File: src/rtl/mean_filter_frame_ctrl.sv
// Frame sequencer around the 3x3 mean filter: feeds one frame plus flush lines,
// regenerates sof/eol/eof on the filter output by counting, and flags errors.
module mean_filter_frame_ctrl #(
  parameter int FLUSH_LINES = 1,
  parameter int TIMEOUT     = 4095,
  parameter int DATA_W      = 24
) (
  input  logic              clk,
  input  logic              reset,
  input  logic [10:0]       img_width,
  input  logic [9:0]        img_height,
  input  logic              start,
  output logic              busy,
  output logic              done,
  input  logic              in_valid,
  input  logic [DATA_W-1:0] in_data,
  output logic              in_ready,
  output logic              flt_valid_o,
  output logic [DATA_W-1:0] flt_data_o,
  input  logic              flt_valid_i,
  input  logic [DATA_W-1:0] flt_data_i,
  output logic              out_valid,
  output logic [DATA_W-1:0] out_data,
  output logic              out_sof,
  output logic              out_eol,
  output logic              out_eof,
  output logic              err_cfg,
  output logic              err_timeout,
  output logic              err_overrun
);

  typedef enum logic [2:0] {S_IDLE, S_FEED, S_FLUSH, S_DRAIN, S_DONE} state_t;

  localparam logic [9:0]  FL_LAST = 10'(FLUSH_LINES - 1);
  localparam logic [11:0] TO_LIM  = 12'(TIMEOUT);

  state_t      state, state_nx;
  logic [10:0] w_r, ix, fx, ox;
  logic [9:0]  h_r, iy, fl, oy;
  logic [11:0] tcnt;
  logic        ofin;

  logic [10:0] w_last;
  logic [9:0]  h_last;
  logic [11:0] tcnt_inc;
  logic        start_ok, cfg_bad, feed_beat, in_last, flush_beat, flush_last;
  logic        out_active, out_beat, out_over, o_first, o_eol, o_last, timeout_hit;

  assign in_ready = (state == S_FEED);

  always_comb begin
    w_last      = w_r - 11'd1;
    h_last      = h_r - 10'd1;
    tcnt_inc    = tcnt + 12'd1;
    start_ok    = start && (state == S_IDLE);
    cfg_bad     = (img_width < 11'd2) || (img_height < 10'd2);
    feed_beat   = (state == S_FEED) && in_valid;
    in_last     = feed_beat && (ix == w_last) && (iy == h_last);
    flush_beat  = (state == S_FLUSH);
    flush_last  = flush_beat && (fx == w_last) && (fl == FL_LAST);
    out_active  = (state == S_FEED) || (state == S_FLUSH) || (state == S_DRAIN);
    out_beat    = out_active && flt_valid_i && !ofin;
    out_over    = out_active && flt_valid_i && ofin;
    o_first     = (ox == 11'd0) && (oy == 10'd0);
    o_eol       = (ox == w_last);
    o_last      = o_eol && (oy == h_last);
    // A beat in the same cycle clears the idle count, so the final pixel beats a timeout.
    timeout_hit = (state == S_DRAIN) && !ofin && !flt_valid_i && (tcnt_inc == TO_LIM);
  end

  always_comb begin
    state_nx = state;
    case (state)
      S_IDLE:  if (start_ok) state_nx = cfg_bad ? S_DONE : S_FEED;
      S_FEED:  if (in_last) state_nx = (FLUSH_LINES == 0) ? S_DRAIN : S_FLUSH;
      S_FLUSH: if (flush_last) state_nx = S_DRAIN;
      S_DRAIN: if (ofin || timeout_hit) state_nx = S_DONE;
      S_DONE:  state_nx = S_IDLE;
      default: state_nx = S_IDLE;
    endcase
  end

  always_ff @(posedge clk) begin
    if (reset) state <= S_IDLE;
    else       state <= state_nx;
  end

  // Control: handshake, frame counters, sticky errors
  always_ff @(posedge clk) begin
    if (reset) begin
      busy        <= 1'b0;
      done        <= 1'b0;
      w_r         <= '0;
      h_r         <= '0;
      ix          <= '0;
      iy          <= '0;
      fx          <= '0;
      fl          <= '0;
      ox          <= '0;
      oy          <= '0;
      ofin        <= 1'b0;
      tcnt        <= '0;
      err_cfg     <= 1'b0;
      err_timeout <= 1'b0;
      err_overrun <= 1'b0;
    end else begin
      done <= (state == S_DONE);
      if (state == S_DONE) busy <= 1'b0;

      if (start_ok) begin
        busy        <= 1'b1;
        w_r         <= img_width;
        h_r         <= img_height;
        ix          <= '0;
        iy          <= '0;
        fx          <= '0;
        fl          <= '0;
        ox          <= '0;
        oy          <= '0;
        ofin        <= 1'b0;
        err_cfg     <= cfg_bad;
        err_timeout <= 1'b0;
        err_overrun <= 1'b0;
      end

      if (feed_beat) begin
        if (ix == w_last) begin
          ix <= '0;
          iy <= iy + 10'd1;
        end else begin
          ix <= ix + 11'd1;
        end
      end

      if (flush_beat) begin
        if (fx == w_last) begin
          fx <= '0;
          fl <= fl + 10'd1;
        end else begin
          fx <= fx + 11'd1;
        end
      end

      if (out_beat) begin
        if (o_eol) begin
          ox <= '0;
          oy <= oy + 10'd1;
        end else begin
          ox <= ox + 11'd1;
        end
        if (o_last) ofin <= 1'b1;
      end

      if ((state != S_DRAIN) || flt_valid_i) tcnt <= '0;
      else                                   tcnt <= tcnt_inc;

      if (timeout_hit) err_timeout <= 1'b1;
      if (out_over)    err_overrun <= 1'b1;
    end
  end

  // Stage p0 -> filter input and filter output -> frame output, one register each
  always_ff @(posedge clk) begin
    if (reset) begin
      flt_valid_o <= 1'b0;
      flt_data_o  <= '0;
      out_valid   <= 1'b0;
      out_data    <= '0;
      out_sof     <= 1'b0;
      out_eol     <= 1'b0;
      out_eof     <= 1'b0;
    end else begin
      flt_valid_o <= feed_beat || flush_beat;
      flt_data_o  <= feed_beat ? in_data : '0;
      out_valid   <= out_beat;
      out_sof     <= out_beat && o_first;
      out_eol     <= out_beat && o_eol;
      out_eof     <= out_beat && o_last;
      if (out_beat) out_data <= flt_data_i;
    end
  end

endmodule

File: config.mk
export PLATFORM = sky130hd
export DESIGN_NAME = mean_filter_frame_ctrl
export DESIGN_NICKNAME = d
export VERILOG_FILES = /design/src/rtl/mean_filter_frame_ctrl.sv
export SDC_FILE = /design/constraint.sdc
export NUM_CORES = 1
export LEC_CHECK = 0
export BUFFER_PORTS_ARGS = -buffer_cell sky130_fd_sc_hd__buf_4
export CAP_MARGIN = 25
export CORE_UTILIZATION = 45
export CTS_CLUSTER_SIZE = 8
export DETAILED_ROUTE_END_ITERATION = 12
export PLACE_DENSITY_LB_ADDON = 0.1
export SLEW_MARGIN = 10
export SYNTH_ARGS = -nofsm -noshare
export SYNTH_HDL_FRONTEND = slang
export SYNTH_SLANG_ARGS = --single-unit
File: constraint.sdc
create_clock -name clk -period 3.5 [get_ports clk]
set_clock_uncertainty 0.05 [all_clocks]
set_input_delay 0.525 -clock clk [delete_from_list [all_inputs] [get_ports clk]]
set_output_delay 0.525 -clock clk [all_outputs]
set_load 0.01 [all_outputs]
==> summary.txt <==
Synthesis
  • Compound-Gate Fraction of Synth Area: 0.162
  • Post-synthesis sequential area ratio: 0.375
  • Yosys reg bits: 158
  • Number of synthesized flops with an enable pin: 0
  • Primary FF master, synth: dfxtp_1
  • Synth Net Count: 1146
  • Mux contribution to synthesized area: 0.0168
  • Fraction of registers with async set/reset: 0
  • Post-synthesis adder-cell area fraction: 0.0193
  • Synth Warn #: 0
  • Most common cell in the netlist: dfxtp_1
  • Synth top area share: 0.375
  • Syn_area_per_cell: 7.97 sq um
  • Cell variety after synth: 69
  • Post-Syn Area: 8440 sq um
  • Simple-gate share of the synthesized area: 0.291
  • Synth Instances: 1059
  • Synth Area in XOR/XNOR: 0.0864
  • Largest family of logic cells by synthesized area: simple AND/OR/NAND/NOR gates
  • Area leader, netlist: dfxtp_1
  • Synth cell count leaders: 158 x dfxtp_1, 150 x nand2_1, 70 x a21oi_1, 70 x nand3_1, 69 x nor2_1
  • Top post-synthesis cells by area: dfxtp_1 37%, nand2_1 6.7%, a21oi_1 4.2%

Worst setup path
  • Required time of the critical path: 3760 ps
  • Crit start category: flop
  • Crit-path max cell delay: 590 ps
  • Crit Reg-Reg Startpoint: w_r[1]
  • Worst Path Max Fanout: 10
  • CP arrival: 3550 ps
  • Crit. path cell count: 10
  • Worst R2R Setup Slack: 210 ps
  • CP bufs+invs: 2
  • Crit Path Class: reg -> reg
  • Crit path cell chain: inv_1, ha_1, or3b_2, nor3_1, buf_4, xnor3_1, nand2b_1, or4_1, o211a_1, or3_1
  • CP Launch Point: w_r[1]
  • Depth of the most critical reg-to-reg path: 10
  • Nature of the critical path endpoint: flop
  • Slowest stage cell on the critical path: or4_1
  • Delay-heaviest family, CP: simple AND/OR/NAND/NOR gates

Routing
  • Post-route ant nets: 0
  • DR vias: 7844
  • DRT Pass-1 Iters: 7
  • Post-Route WL: 22.0 mm
  • DR vias/cell: 5.56
  • Drt drc: 0
  • WL/cell: 15.6 um
  • Starting DRT DRC Count: 514

Finish
  • Fin util: 0.565
  • Layout cells sized above 1: 0.180
  • Layout area overhead: 21.5%
  • Ant. Diodes: 0
  • Final nets: 1255

Timing
  • Tmin final: 3290 ps
  • Worst-Margin Slew: 867 ps
  • Slew Viols, Final: 0
  • Relative slew slack: 0.407
  • Final Hold Fails: 0
  • Max Fclk: 0.304 GHz
  • RSZ-0062 raised after global routing: false
  • Fin crit share: 0.941
  • Setup TNS: 0 ps
  • Final-report setup violation count: 0

Clock tree
  • Root Buffer: clkbuf_16
  • Cells resized by post-CTS repair: 0
  • Inserted Clock Buffers: 17
  • Clock Tree Buf Depth: 2
  • CTS tree: done
  • Worst skew pair latency: 430 ps
  • Clk slew on worst S/H paths: 70 ps
  • Sink Count: 158
  • Post-CTS Setup Inserts: 0
  • CTS H-tree lvls: 4
  • CTS Hold Bufs: 0

Global routing
  • Total grt overflow: 0
  • Total global routing track utilization: 0.233
  • First-pass GRT wire length: 36.5 mm
  • Largest net degree at the start of global routing: 46
  • Number of global-route vias before repair: 7271
  • Initial antenna violation count: 0

Power
  • Net Sw Frac: 0.268
  • Combinational fraction of design power: 0.147
  • Max VDD drop: 0.351 mV
  • Sequential Power Share: 0.431
  • Int Power: 3.21 mW
  • PwrDens: 427 nW/um^2
  • NetSw: 1.17 mW
  • Leakage: 4.11 nW
  • Share of total power in the clock network: 0.422

Worst hold path
  • Hold Path Class: in -> reg
  • WHS Path Cells: 2
  • Hold Startpoint: in_data[22]

Floorplanning
  • Chip width: 139 um
  • # IOs: 133
  • Initial Util: 0.465
  • Row Count: 49
  • Die footprint: 19300 sq um
  • Die Height: 139 um
  • Core box area: 18100 sq um

Placed design
  • Port bufs: 132
  • Placed wire-length estimate: 15.9 mm
  • Final GP Congestion: 0.906

Outcome
  • Status: completed

Job
  • Max-cap violations: 0
[placed cells by master (no fill, tap or decap), types with 5 or more instances in the layout]
cell and n:
buf_4 164, o211ai_1 17, nor3b_1 8, clkbuf_16 17, nand4b_1 6, clkinv_2 6, inv_1 33, nor2b_1 9
a22o_1 7, a21oi_1 70, nor3_1 20, mux2i_1 13, nor2_1 68, nor4_1 21, nand3_1 70, or4_1 10
ha_1 13, o31ai_1 5, xnor2_1 34, xor2_1 31, a31oi_1 22, dfxtp_1 158, o21ai_0 41, nand2_1 150
nand2b_1 8, or3_1 16, xnor3_1 5, nand3b_1 6, and2_1 32, and3_1 21, nand4_1 15
[flip-flops by register name, summed over array words and instances (netlist names), 3 cells and up]
signal and cells:
state 3, w_r 11, out_data 24, oy 10, iy 10, ix 11
tcnt 12, fl 10, h_r 10, ox 11, flt_data_o 24, fx 11
[metal layers]
metal	GRT usage	vias to the layer above	wire, um
met5	0	-	0
met4	0.0789	0	329
met3	0.0390	24	973
met2	0.371	183	10200
met1	0.319	3667	10500
li1	-	3970	-
[layout make-up]
| class | count | area [sq um] |
|---|---|---|
| clock buffer | 18 | 439 |
| fill | 1715 | 7890 |
| multi-input combinational | 794 | 4870 |
| inverter | 33 | 124 |
| clock inverter | 14 | 141 |
| timing repair buffer | 164 | 1230 |
| sequential | 158 | 3160 |
| tap | 229 | 287 |
[power groups by stage]
stage	logic (mW)	registers, mW	clock network, mW
3_3_place_gp	0.637	1.93	0
4_1_cts	0.644	1.89	1.89
2_1_floorplan	0.415	1.91	0
3_5_place_dp	0.641	1.93	0
5_1_grt	0.707	1.89	1.96
6_report	0.642	1.89	1.85
[metrics by stage]
step	instances	instance area [sq um]	hold slack, ps	total power [mW]	setup slack [ps]
CTS	1410	10300	221	4.42	227
finish	1410	10300	241	4.38	207
detailed placement	1378	9670	398	2.57	243
global route	1410	10300	231	4.56	2.46
floorplan	1059	8440	399	2.33	263
global placement	1378	9670	392	2.57	294
[worst register-to-register path, delay by kind of cell, from the launching register on]
family | cells | cell delay [ps]
simple gates | 5 | 1840
flops | 1 | 350
fa+ha+maj | 1 | 150
xor+xnor | 1 | 210
buf+inv | 2 | 280
compound gates | 1 | 290
[cell families after synthesis]
kind of cell / Yosys count
AOI/OAI and AO/OA: 213
and+or+nand+nor: 482
xor gates and xnor gates: 72
muxes: 14
adders and majority gates: 13
buffers and inverters: 107
DFF: 158
[path summary, 6_finish.rpt]
check,end
worst max-delay path,iy[7]
worst min-delay path,flt_data_o[22]
worst max register to register,iy[7]
worst min register to register,out_data[9]
No activity file was read; power rests on OpenSTA's default activity.
